[src/rtl/hazard_stall_unit_if.sv]
// Bundle between the ID-stage hazard unit and the pipeline around it:
// hazard/handshake inputs and the pipeline control and counter outputs.
interface hazard_stall_unit_if #(
    parameter int CNT_W = 32
);
    logic [4:0]       ID_RS1_i;
    logic [4:0]       ID_RS2_i;
    logic             ID_Branch_i;
    logic             ID_BranchTaken_i;
    logic             EX_MemRead_i;
    logic             EX_RegWrite_i;
    logic [4:0]       EX_RD_i;
    logic             MEM_MemRead_i;
    logic [4:0]       MEM_RD_i;
    logic             MemReq_i;
    logic             MemAck_i;
    logic             NoOp_o;
    logic             Stall_o;
    logic             Flush_o;
    logic             Freeze_o;
    logic             Error_o;
    logic [CNT_W-1:0] StallCnt_o;
    logic [CNT_W-1:0] FreezeCnt_o;
    logic [CNT_W-1:0] FlushCnt_o;

    modport master (
        output ID_RS1_i, ID_RS2_i, ID_Branch_i, ID_BranchTaken_i,
        output EX_MemRead_i, EX_RegWrite_i, EX_RD_i,
        output MEM_MemRead_i, MEM_RD_i, MemReq_i, MemAck_i,
        input  NoOp_o, Stall_o, Flush_o, Freeze_o, Error_o,
        input  StallCnt_o, FreezeCnt_o, FlushCnt_o
    );

    modport slave (
        input  ID_RS1_i, ID_RS2_i, ID_Branch_i, ID_BranchTaken_i,
        input  EX_MemRead_i, EX_RegWrite_i, EX_RD_i,
        input  MEM_MemRead_i, MEM_RD_i, MemReq_i, MemAck_i,
        output NoOp_o, Stall_o, Flush_o, Freeze_o, Error_o,
        output StallCnt_o, FreezeCnt_o, FlushCnt_o
    );
endinterface

[src/rtl/hazard_stall_unit.sv]
// ID-stage hazard detection, branch flush and memory-freeze control with
// a timeout watchdog and saturating performance counters.
module hazard_stall_unit #(
    parameter int CNT_W   = 32,
    parameter int TIMEOUT = 1024
) (
    input  logic              clk_i,
    input  logic              rst_i,
    hazard_stall_unit_if.slave bus
);
    localparam int WW = $clog2(TIMEOUT) + 1;

    typedef enum logic {
        S_RUN,
        S_FREEZE
    } state_t;

    state_t           r_state;
    state_t           w_state_nxt;
    logic [WW-1:0]    r_wait;
    logic [WW-1:0]    w_wait_nxt;
    logic             r_error;
    logic [CNT_W-1:0] r_stall_cnt;
    logic [CNT_W-1:0] r_freeze_cnt;
    logic [CNT_W-1:0] r_flush_cnt;

    logic w_lu;
    logic w_be;
    logic w_bm;
    logic w_haz;
    logic w_noop;
    logic w_stall;
    logic w_flush;
    logic w_freeze;

    function automatic logic f_match(
        input logic [4:0] r,
        input logic [4:0] rs1,
        input logic [4:0] rs2
    );
        return (r != 5'd0) && ((r == rs1) || (r == rs2));
    endfunction

    always_comb begin
        w_lu  = bus.EX_MemRead_i
              & f_match(bus.EX_RD_i, bus.ID_RS1_i, bus.ID_RS2_i);
        w_be  = bus.ID_Branch_i & bus.EX_RegWrite_i
              & f_match(bus.EX_RD_i, bus.ID_RS1_i, bus.ID_RS2_i);
        w_bm  = bus.ID_Branch_i & bus.MEM_MemRead_i
              & f_match(bus.MEM_RD_i, bus.ID_RS1_i, bus.ID_RS2_i);
        w_haz = w_lu | w_be | w_bm;
    end

    always_comb begin
        w_state_nxt = r_state;
        w_wait_nxt  = r_wait;
        w_freeze    = 1'b0;
        unique case (r_state)
            S_RUN: begin
                if (bus.MemReq_i && !bus.MemAck_i) begin
                    w_freeze    = 1'b1;
                    w_state_nxt = S_FREEZE;
                    w_wait_nxt  = WW'(1);
                end
            end
            S_FREEZE: begin
                if (bus.MemAck_i) begin
                    w_state_nxt = S_RUN;
                    w_wait_nxt  = '0;
                end else begin
                    w_freeze = 1'b1;
                    if (r_wait != WW'(TIMEOUT)) begin
                        w_wait_nxt = r_wait + WW'(1);
                    end
                end
            end
            default: begin
                w_state_nxt = S_RUN;
                w_wait_nxt  = '0;
            end
        endcase
        if (rst_i) begin
            w_freeze = 1'b0;
        end
    end

    // Freeze masks hazards; held inputs are re-evaluated once it lifts.
    always_comb begin
        w_noop  = 1'b0;
        w_stall = 1'b0;
        w_flush = 1'b0;
        if (!rst_i && !w_freeze) begin
            if (w_haz) begin
                w_noop  = 1'b1;
                w_stall = 1'b1;
            end else begin
                w_flush = bus.ID_Branch_i & bus.ID_BranchTaken_i;
            end
        end
    end

    always_ff @(posedge clk_i) begin
        if (rst_i) begin
            r_state <= S_RUN;
            r_wait  <= '0;
            r_error <= 1'b0;
        end else begin
            r_state <= w_state_nxt;
            r_wait  <= w_wait_nxt;
            if (w_wait_nxt == WW'(TIMEOUT)) begin
                r_error <= 1'b1;
            end
        end
    end

    always_ff @(posedge clk_i) begin
        if (rst_i) begin
            r_stall_cnt  <= '0;
            r_freeze_cnt <= '0;
            r_flush_cnt  <= '0;
        end else begin
            if (w_noop && (r_stall_cnt != '1)) begin
                r_stall_cnt <= r_stall_cnt + CNT_W'(1);
            end
            if (w_freeze && (r_freeze_cnt != '1)) begin
                r_freeze_cnt <= r_freeze_cnt + CNT_W'(1);
            end
            if (w_flush && (r_flush_cnt != '1)) begin
                r_flush_cnt <= r_flush_cnt + CNT_W'(1);
            end
        end
    end

    assign bus.NoOp_o      = w_noop;
    assign bus.Stall_o     = w_stall;
    assign bus.Flush_o     = w_flush;
    assign bus.Freeze_o    = w_freeze;
    assign bus.Error_o     = r_error;
    assign bus.StallCnt_o  = r_stall_cnt;
    assign bus.FreezeCnt_o = r_freeze_cnt;
    assign bus.FlushCnt_o  = r_flush_cnt;
endmodule

[src/flat_wrapper.sv]
// flat-port wrapper written by rule: the top's interface ports become plain ports
module hazard_stall_unit_flat 
#(
    parameter int CNT_W   = 32,
    parameter int TIMEOUT = 1024
)
  (clk_i, rst_i, bus_ID_RS1_i, bus_ID_RS2_i, bus_ID_Branch_i, bus_ID_BranchTaken_i, bus_EX_MemRead_i, bus_EX_RegWrite_i, bus_EX_RD_i, bus_MEM_MemRead_i, bus_MEM_RD_i, bus_MemReq_i, bus_MemAck_i, bus_NoOp_o, bus_Stall_o, bus_Flush_o, bus_Freeze_o, bus_Error_o, bus_StallCnt_o, bus_FreezeCnt_o, bus_FlushCnt_o);
  hazard_stall_unit_if #(.CNT_W(CNT_W)) bus_i ();
  input  logic clk_i;
  input  logic rst_i;
  input wire logic [$bits(bus_i.ID_RS1_i)-1:0] bus_ID_RS1_i;
  input wire logic [$bits(bus_i.ID_RS2_i)-1:0] bus_ID_RS2_i;
  input wire logic [$bits(bus_i.ID_Branch_i)-1:0] bus_ID_Branch_i;
  input wire logic [$bits(bus_i.ID_BranchTaken_i)-1:0] bus_ID_BranchTaken_i;
  input wire logic [$bits(bus_i.EX_MemRead_i)-1:0] bus_EX_MemRead_i;
  input wire logic [$bits(bus_i.EX_RegWrite_i)-1:0] bus_EX_RegWrite_i;
  input wire logic [$bits(bus_i.EX_RD_i)-1:0] bus_EX_RD_i;
  input wire logic [$bits(bus_i.MEM_MemRead_i)-1:0] bus_MEM_MemRead_i;
  input wire logic [$bits(bus_i.MEM_RD_i)-1:0] bus_MEM_RD_i;
  input wire logic [$bits(bus_i.MemReq_i)-1:0] bus_MemReq_i;
  input wire logic [$bits(bus_i.MemAck_i)-1:0] bus_MemAck_i;
  output wire logic [$bits(bus_i.NoOp_o)-1:0] bus_NoOp_o;
  output wire logic [$bits(bus_i.Stall_o)-1:0] bus_Stall_o;
  output wire logic [$bits(bus_i.Flush_o)-1:0] bus_Flush_o;
  output wire logic [$bits(bus_i.Freeze_o)-1:0] bus_Freeze_o;
  output wire logic [$bits(bus_i.Error_o)-1:0] bus_Error_o;
  output wire logic [$bits(bus_i.StallCnt_o)-1:0] bus_StallCnt_o;
  output wire logic [$bits(bus_i.FreezeCnt_o)-1:0] bus_FreezeCnt_o;
  output wire logic [$bits(bus_i.FlushCnt_o)-1:0] bus_FlushCnt_o;
  assign bus_i.ID_RS1_i = bus_ID_RS1_i;
  assign bus_i.ID_RS2_i = bus_ID_RS2_i;
  assign bus_i.ID_Branch_i = bus_ID_Branch_i;
  assign bus_i.ID_BranchTaken_i = bus_ID_BranchTaken_i;
  assign bus_i.EX_MemRead_i = bus_EX_MemRead_i;
  assign bus_i.EX_RegWrite_i = bus_EX_RegWrite_i;
  assign bus_i.EX_RD_i = bus_EX_RD_i;
  assign bus_i.MEM_MemRead_i = bus_MEM_MemRead_i;
  assign bus_i.MEM_RD_i = bus_MEM_RD_i;
  assign bus_i.MemReq_i = bus_MemReq_i;
  assign bus_i.MemAck_i = bus_MemAck_i;
  assign bus_NoOp_o = bus_i.NoOp_o;
  assign bus_Stall_o = bus_i.Stall_o;
  assign bus_Flush_o = bus_i.Flush_o;
  assign bus_Freeze_o = bus_i.Freeze_o;
  assign bus_Error_o = bus_i.Error_o;
  assign bus_StallCnt_o = bus_i.StallCnt_o;
  assign bus_FreezeCnt_o = bus_i.FreezeCnt_o;
  assign bus_FlushCnt_o = bus_i.FlushCnt_o;
  hazard_stall_unit #(.CNT_W(CNT_W), .TIMEOUT(TIMEOUT)) u_core (.clk_i(clk_i), .rst_i(rst_i), .bus(bus_i));
endmodule
[config.mk]
export PLATFORM = sky130hd
export DESIGN_NAME = hazard_stall_unit_flat
export DESIGN_NICKNAME = d
export VERILOG_FILES = /design/src/rtl/hazard_stall_unit_if.sv /design/src/rtl/hazard_stall_unit.sv /design/src/flat_wrapper.sv
export SDC_FILE = /design/constraint.sdc
export NUM_CORES = 1
export LEC_CHECK = 0
export BUFFER_PORTS_ARGS = -buffer_cell sky130_fd_sc_hd__buf_2
export CORE_MARGIN = 4
export CORE_UTILIZATION = 55
export CTS_CLUSTER_DIAMETER = 60
export DETAILED_ROUTE_END_ITERATION = 10
export GPL_TIMING_DRIVEN = 0
export HOLD_SLACK_MARGIN = 0.03
export PLACE_DENSITY = 0.81
export SLEW_MARGIN = 20
export SYNTH_ARGS = -nofsm -noshare
export SYNTH_HDL_FRONTEND = slang
export SYNTH_SLANG_ARGS = --single-unit
export TNS_END_PERCENT = 1
[constraint.sdc]
create_clock -name clk_i -period 2.85 [get_ports clk_i]
set_input_delay 0.4275 -clock clk_i [delete_from_list [all_inputs] [get_ports clk_i]]
set_output_delay 0.4275 -clock clk_i [all_outputs]
set_load 0.05 [all_outputs]
Yosys cells after proc, flatten, opt, wreduce, memory -nomap -nowiden --
Cells that the tools add are included.
Word-level totals: register bits 109, input bits 29, output and inout port bits 101, word-level logic and storage cells 54
Cells by class: $add $sub $neg 4, eq/ne operators 9, multiplexer cells 12, bitwise operators 9, reduce and logical (&&, ||, !) cells 14
Operators with widths (number):
- adder 32 x 1 -> 32 bit, second input constant | 3
- inequality test 32 bit, second input constant | 3
- 2-to-1 mux 11 bit | 3
- one-hot mux 11 bit (2 select lines) | 1
- equality test 5 bit | 4
- adder 11 x 1 -> 11 bit, second input constant | 1
- equality test 11 bit, second input constant | 1
- inequality test 11 bit, second input constant | 1
- nonzero test 5 bit | 2
- logical AND 1 bit | 7
- 2-to-1 mux 1 bit | 7
- AND 1 bit | 6
- zero test 1 bit | 3
- logical OR 1 bit | 2
- OR 1 bit | 2
- one-hot mux 1 bit (2 select lines) | 1
- NOT 1 bit | 1

Depth between registers and ports, before layout --
word-level depth 9, depth in mapped cells 9, gate-level depth less buffers 8

Worst setup path before layout --
Ideal clock, no wire load.
path kind input port to output port, from in bus_MEM_RD_i[0], to out bus_Stall_o, arrival time 2.183 ns, data required time 2.423 ns, path slack 0.239 ns, stages 7, path buffers 2, path through or4_1 o211ai_2 nor2_1 a22oi_4 buf_4 inv_1 buf_4
Between the ends: cells in the longest elaborated chain, start to end 7, elaborated cells on any way between the ends 9, those cells by class 2 x eq/ne; 2 x mux; 2 x bitwise; 3 x reduce/logical
RTL lines:
- start, declared | line flat_wrapper.sv:19 | input wire logic [$bits(bus_i.MEM_RD_i)-1:0] bus_MEM_RD_i;
- equality test 5 bit | line hazard_stall_unit.sv:41 | return (r != 5'd0) && ((r == rs1) || (r == rs2));
- logical OR 1 bit | line hazard_stall_unit.sv:41
- logical AND 1 bit * | line hazard_stall_unit.sv:41
- AND 1 bit * | line hazard_stall_unit.sv:50 | & f_match(bus.MEM_RD_i, bus.ID_RS1_i, bus.ID_RS2_i);
- OR 1 bit * | line hazard_stall_unit.sv:51 | w_haz = w_lu | w_be | w_bm;
- 2-to-1 mux 1 bit * (2 in series)
- end, declared | line flat_wrapper.sv:23 | output wire logic [$bits(bus_i.Stall_o)-1:0] bus_Stall_o;
Every way passes the cells marked *; elsewhere a longest branch is shown, timed or not.

Worst setup path in the final report --
from in bus_MEM_RD_i[0], to out bus_Stall_o
Between the ends: cells in the longest elaborated chain, start to end 7, elaborated cells on any way between the ends 9, those cells by class 2 x eq/ne; 2 x mux; 2 x bitwise; 3 x reduce/logical
RTL lines:
- equality test 5 bit | line hazard_stall_unit.sv:41
- logical OR 1 bit | line hazard_stall_unit.sv:41
- logical AND 1 bit * | line hazard_stall_unit.sv:41
- AND 1 bit * | line hazard_stall_unit.sv:50
- OR 1 bit * | line hazard_stall_unit.sv:51
- 2-to-1 mux 1 bit * | line hazard_stall_unit.sv:93 | if (w_haz) begin
- 2-to-1 mux 1 bit * | line hazard_stall_unit.sv:92 | if (!rst_i && !w_freeze) begin
Marked as above.

==> reports/results.txt <==
Predominant post-synthesis flop cell -> dfxtp_1
Top post-synthesis cells by area -> dfxtp_1 (37%), a21oi_1 (5.2%), nand3_1 (5.1%)
Fin crit share -> 96.9%
H-tree Lvls -> 3
Buffers & Inverters on Critical Path -> 5
Worst Setup Start Kind -> primary input
Synth Area in Compound Gates -> 17.5%
Crit Path Category -> in -> out
Syn avg cell area -> 8.04 sq um
Setup violations, final -> 0
Gate Count Post-Synth -> 743
Core area -> 10500 sq um
Crit-path leading delay family -> buffers and inverters
CTS Sinks -> 109
Post-synthesis mux area share -> 1.11%
Hold_buf cts -> 0
Post-Syn Nets -> 777
Max clock buf depth -> 2
Post-synth EDFFs -> 0
Worst endpoint required time -> 2.42 ns
Wire per inst -> 16.5 um
Largest net degree at the start of global routing -> 18
GRT overflow -> 0
Synth area leader -> dfxtp_1
CTS buffer count -> 9
Status -> completed
Initial DRC count -> 586
CP Data Arrival Time -> 2.33 ns
Worst skew pair latency -> 0.39 ns
Final WL -> 16900 um
Synth warnings -> 0
First-pass GRT wire length -> 27900 um
PortBufs -> 128
Adder-cell area share of the yosys netlist -> 1.05%
CP endpoint kind -> output port
CTS tree -> yes
Detailed Routing Iterations Pass 1 -> 5
Die area -> 12600 sq um
FMAX -> 362 MHz
FF+latch count, synth -> 109
Crit path cell chain -> buf_2, or4_1, o211ai_2, nor2_1, a22oi_4, buf_4, inv_1, buf_4, buf_2
Post-synthesis async set-or-reset flop share -> 0%
Detailed Place HPWL -> 12400 um
Syn Std Cell Area -> 5970 sq um
Final Slew Violations -> 0
Vias/cell -> 6.17
P_leak -> 2.65 nW
Antenna-violating nets left -> 0
Final hold vios -> 0
Clk_skew -> 0.00913 ns
Min-delay worst type -> in -> reg
Top cell type's share of synthesized area -> 36.5%
Via count -> 6319
Rel. slew slack -> 39.4%
XOR/XNOR share of the synthesized area -> 7.77%
Crit path max fanout -> 10
Post-Synth Simple-Gate Area -> 32.6%
Initial Util -> 57.1%
Layout area overhead -> 17.4%
Max-cap violations -> 0
Number of nets in the layout -> 917
Global-route usage over all layers -> 25.9%
Fillers -> 921
Height of the chip -> 112 um
Seq/Total Area, Yosys -> 36.5%
Place WS -> -0.0989 ns
Share of layout cells above drive strength 1 -> 18.9%
Initial antenna violation count -> 0
Vias in the first global route -> 5791
Drc violations -> 0
Measured slew at the worst slew-check pin -> 0.906 ns
Clock slew at reported path FFs -> 0.10 ns
Pwr Density -> 390 nW/um^2
Final Worst Setup Slack -> 0.0877 ns
Slowest CP cell -> or4_1
Slowest cell delay on critical path -> 0.56 ns
Antenna diodes -> 0
I/O pin count -> 130
Max VDD drop -> 0.000289 V
Die W -> 112 um
GPL Wtd Cong -> 0.901
Largest family of logic cells by synthesized area -> simple AND/OR/NAND/NOR gates
RSZ-0062 raised after global routing -> true
Final Power -> 0.00273 W
Cell variety after synth -> 56
CTS root buf -> clkbuf_8
Final min period -> 2.76 ns
Row count -> 37
metrics by stage:
step | utilization [%] | hold WS [ns] | std cells | cell area (sq um) | TNS (ns)
2_1_floorplan | - | 0.463 | 743 | 5970 | 0
3_3_place_gp | 64.8 | 0.444 | 1007 | 6780 | -0.0512
3_5_place_dp | 64.8 | 0.450 | 1007 | 6780 | -0.0989
4_1_cts | 66.9 | 0.386 | 1024 | 7000 | 0
5_1_grt | 67.0 | 0.426 | 1024 | 7010 | -0.0233
6_report | 67.0 | 0.401 | 1024 | 7010 | 0
final timing paths:
path                      start                          to  slack [ns]  cells after the start
max             bus_MEM_RD_i[0]                 bus_Stall_o        0.09                      9
max reg2reg      u_core.r_state  u_core.bus.FreezeCnt_o[19]        0.26                      5
min reg2reg  u_core.bus.Error_o          u_core.bus.Error_o        0.47                      2
min                bus_MemAck_i            u_core.r_wait[0]        0.40                      3
cell families (layout without fill, tap and decap cells):
| group | count (synthesis) | in the layout |
|---|---|---|
| fa+ha+maj | 5 | 5 |
| compound gates | 166 | 166 |
| simple gates | 355 | 355 |
| xor+xnor | 53 | 53 |
| flops | 109 | 109 |
| buf+inv | 49 | 194 |
| mux | 6 | 6 |
Yosys cell counts, types with 23 or more instances:
cell	n
dfxtp_1	109
nor2_1	64
a21oi_1	62
nand3_1	61
nand2_1	49
o21ai_0	38
nand4_1	35
or3_1	33
xnor2_1	30
clkbuf_1	28
and3_1	27
o31ai_1	24
or4_1	24
xor2_1	23
repair_timing:
action | CTS | global route
setup buffers | 1 | 0
setup endpoints to repair | 2 | 4
gates resized for setup | 1 | 1
pin swaps | 1 | 0
registers in the layout, summed over array words and instances (netlist names):
name and flops:
u_core.r_state 1, u_core.bus.FreezeCnt_o 32, u_core.r_wait 11, u_core.bus.FlushCnt_o 32
u_core.bus.Error_o 1, u_core.bus.StallCnt_o 32
power by group:
part	internal [W]	switching, W	leakage [nW]
Sequential	0.00153	0.00000676	0.878
Combinational	0.0000661	0.000130	1.67
Clock	0.000455	0.000549	0.102
Total	0.00205	0.000686	2.65
cell type report:
class,instances,area (sq um),area share [%]
Buffer,37,158,2.25
Clock buffer,11,151,2.16
Clock inverter,5,58.8,0.839
Inverter,12,45.0,0.643
Multi-Input combinational cell,585,3590,51.3
Sequential cell,109,2180,31.1
Tap cell,136,170,2.43
Timing Repair Buffer,129,648,9.25
placed cells by master, fill, tap and decap left out, types with 2 or more instances in the layout:
cell type	Yosys	layout
nand4_1	35	35
nand2_1	49	49
nor2_1	64	64
and3_1	27	27
clkbuf_1	28	28
a311oi_1	3	3
a31o_2	2	2
and2_1	8	8
o31a_1	3	3
inv_1	12	12
o21a_1	6	6
nand3_1	61	61
mux2_2	4	4
nor2b_1	6	6
clkbuf_8	0	11
clkinvlp_4	0	2
nand4b_1	4	4
and4_1	14	14
nor3_1	14	13
buf_2	6	134
o311ai_0	3	3
o21ai_0	38	38
dfxtp_1	109	109
o22ai_1	3	3
o41ai_1	3	3
or3_1	33	33
or4_1	24	24
buf_4	3	4
xnor2_1	30	30
xor2_1	23	23
ha_1	5	5
a31oi_1	2	2
a21oi_1	62	62
a21o_1	2	2
o22a_1	3	3
nor4_1	9	9
o31ai_1	24	24
routing by layer:
layer	track usage (%)	wire length (um)	vias up	part of all wire, %
met5	0	0	-	0
met1	34.4	7390	3013	44
met2	42.7	8050	220	48
met3	4.31	1130	26	6.7
li1	-	-	3060	-
met4	9.05	354	0	2.1
worst reg2reg max path, delay by kind of cell (launching register included):
family           cells  cell delay, ns
AO/OA/AOI/OAI        3            0.84
AND/OR/NAND/NOR      2            1.13
flip-flops           1            0.49
Power figures use the tool's default switching activity.
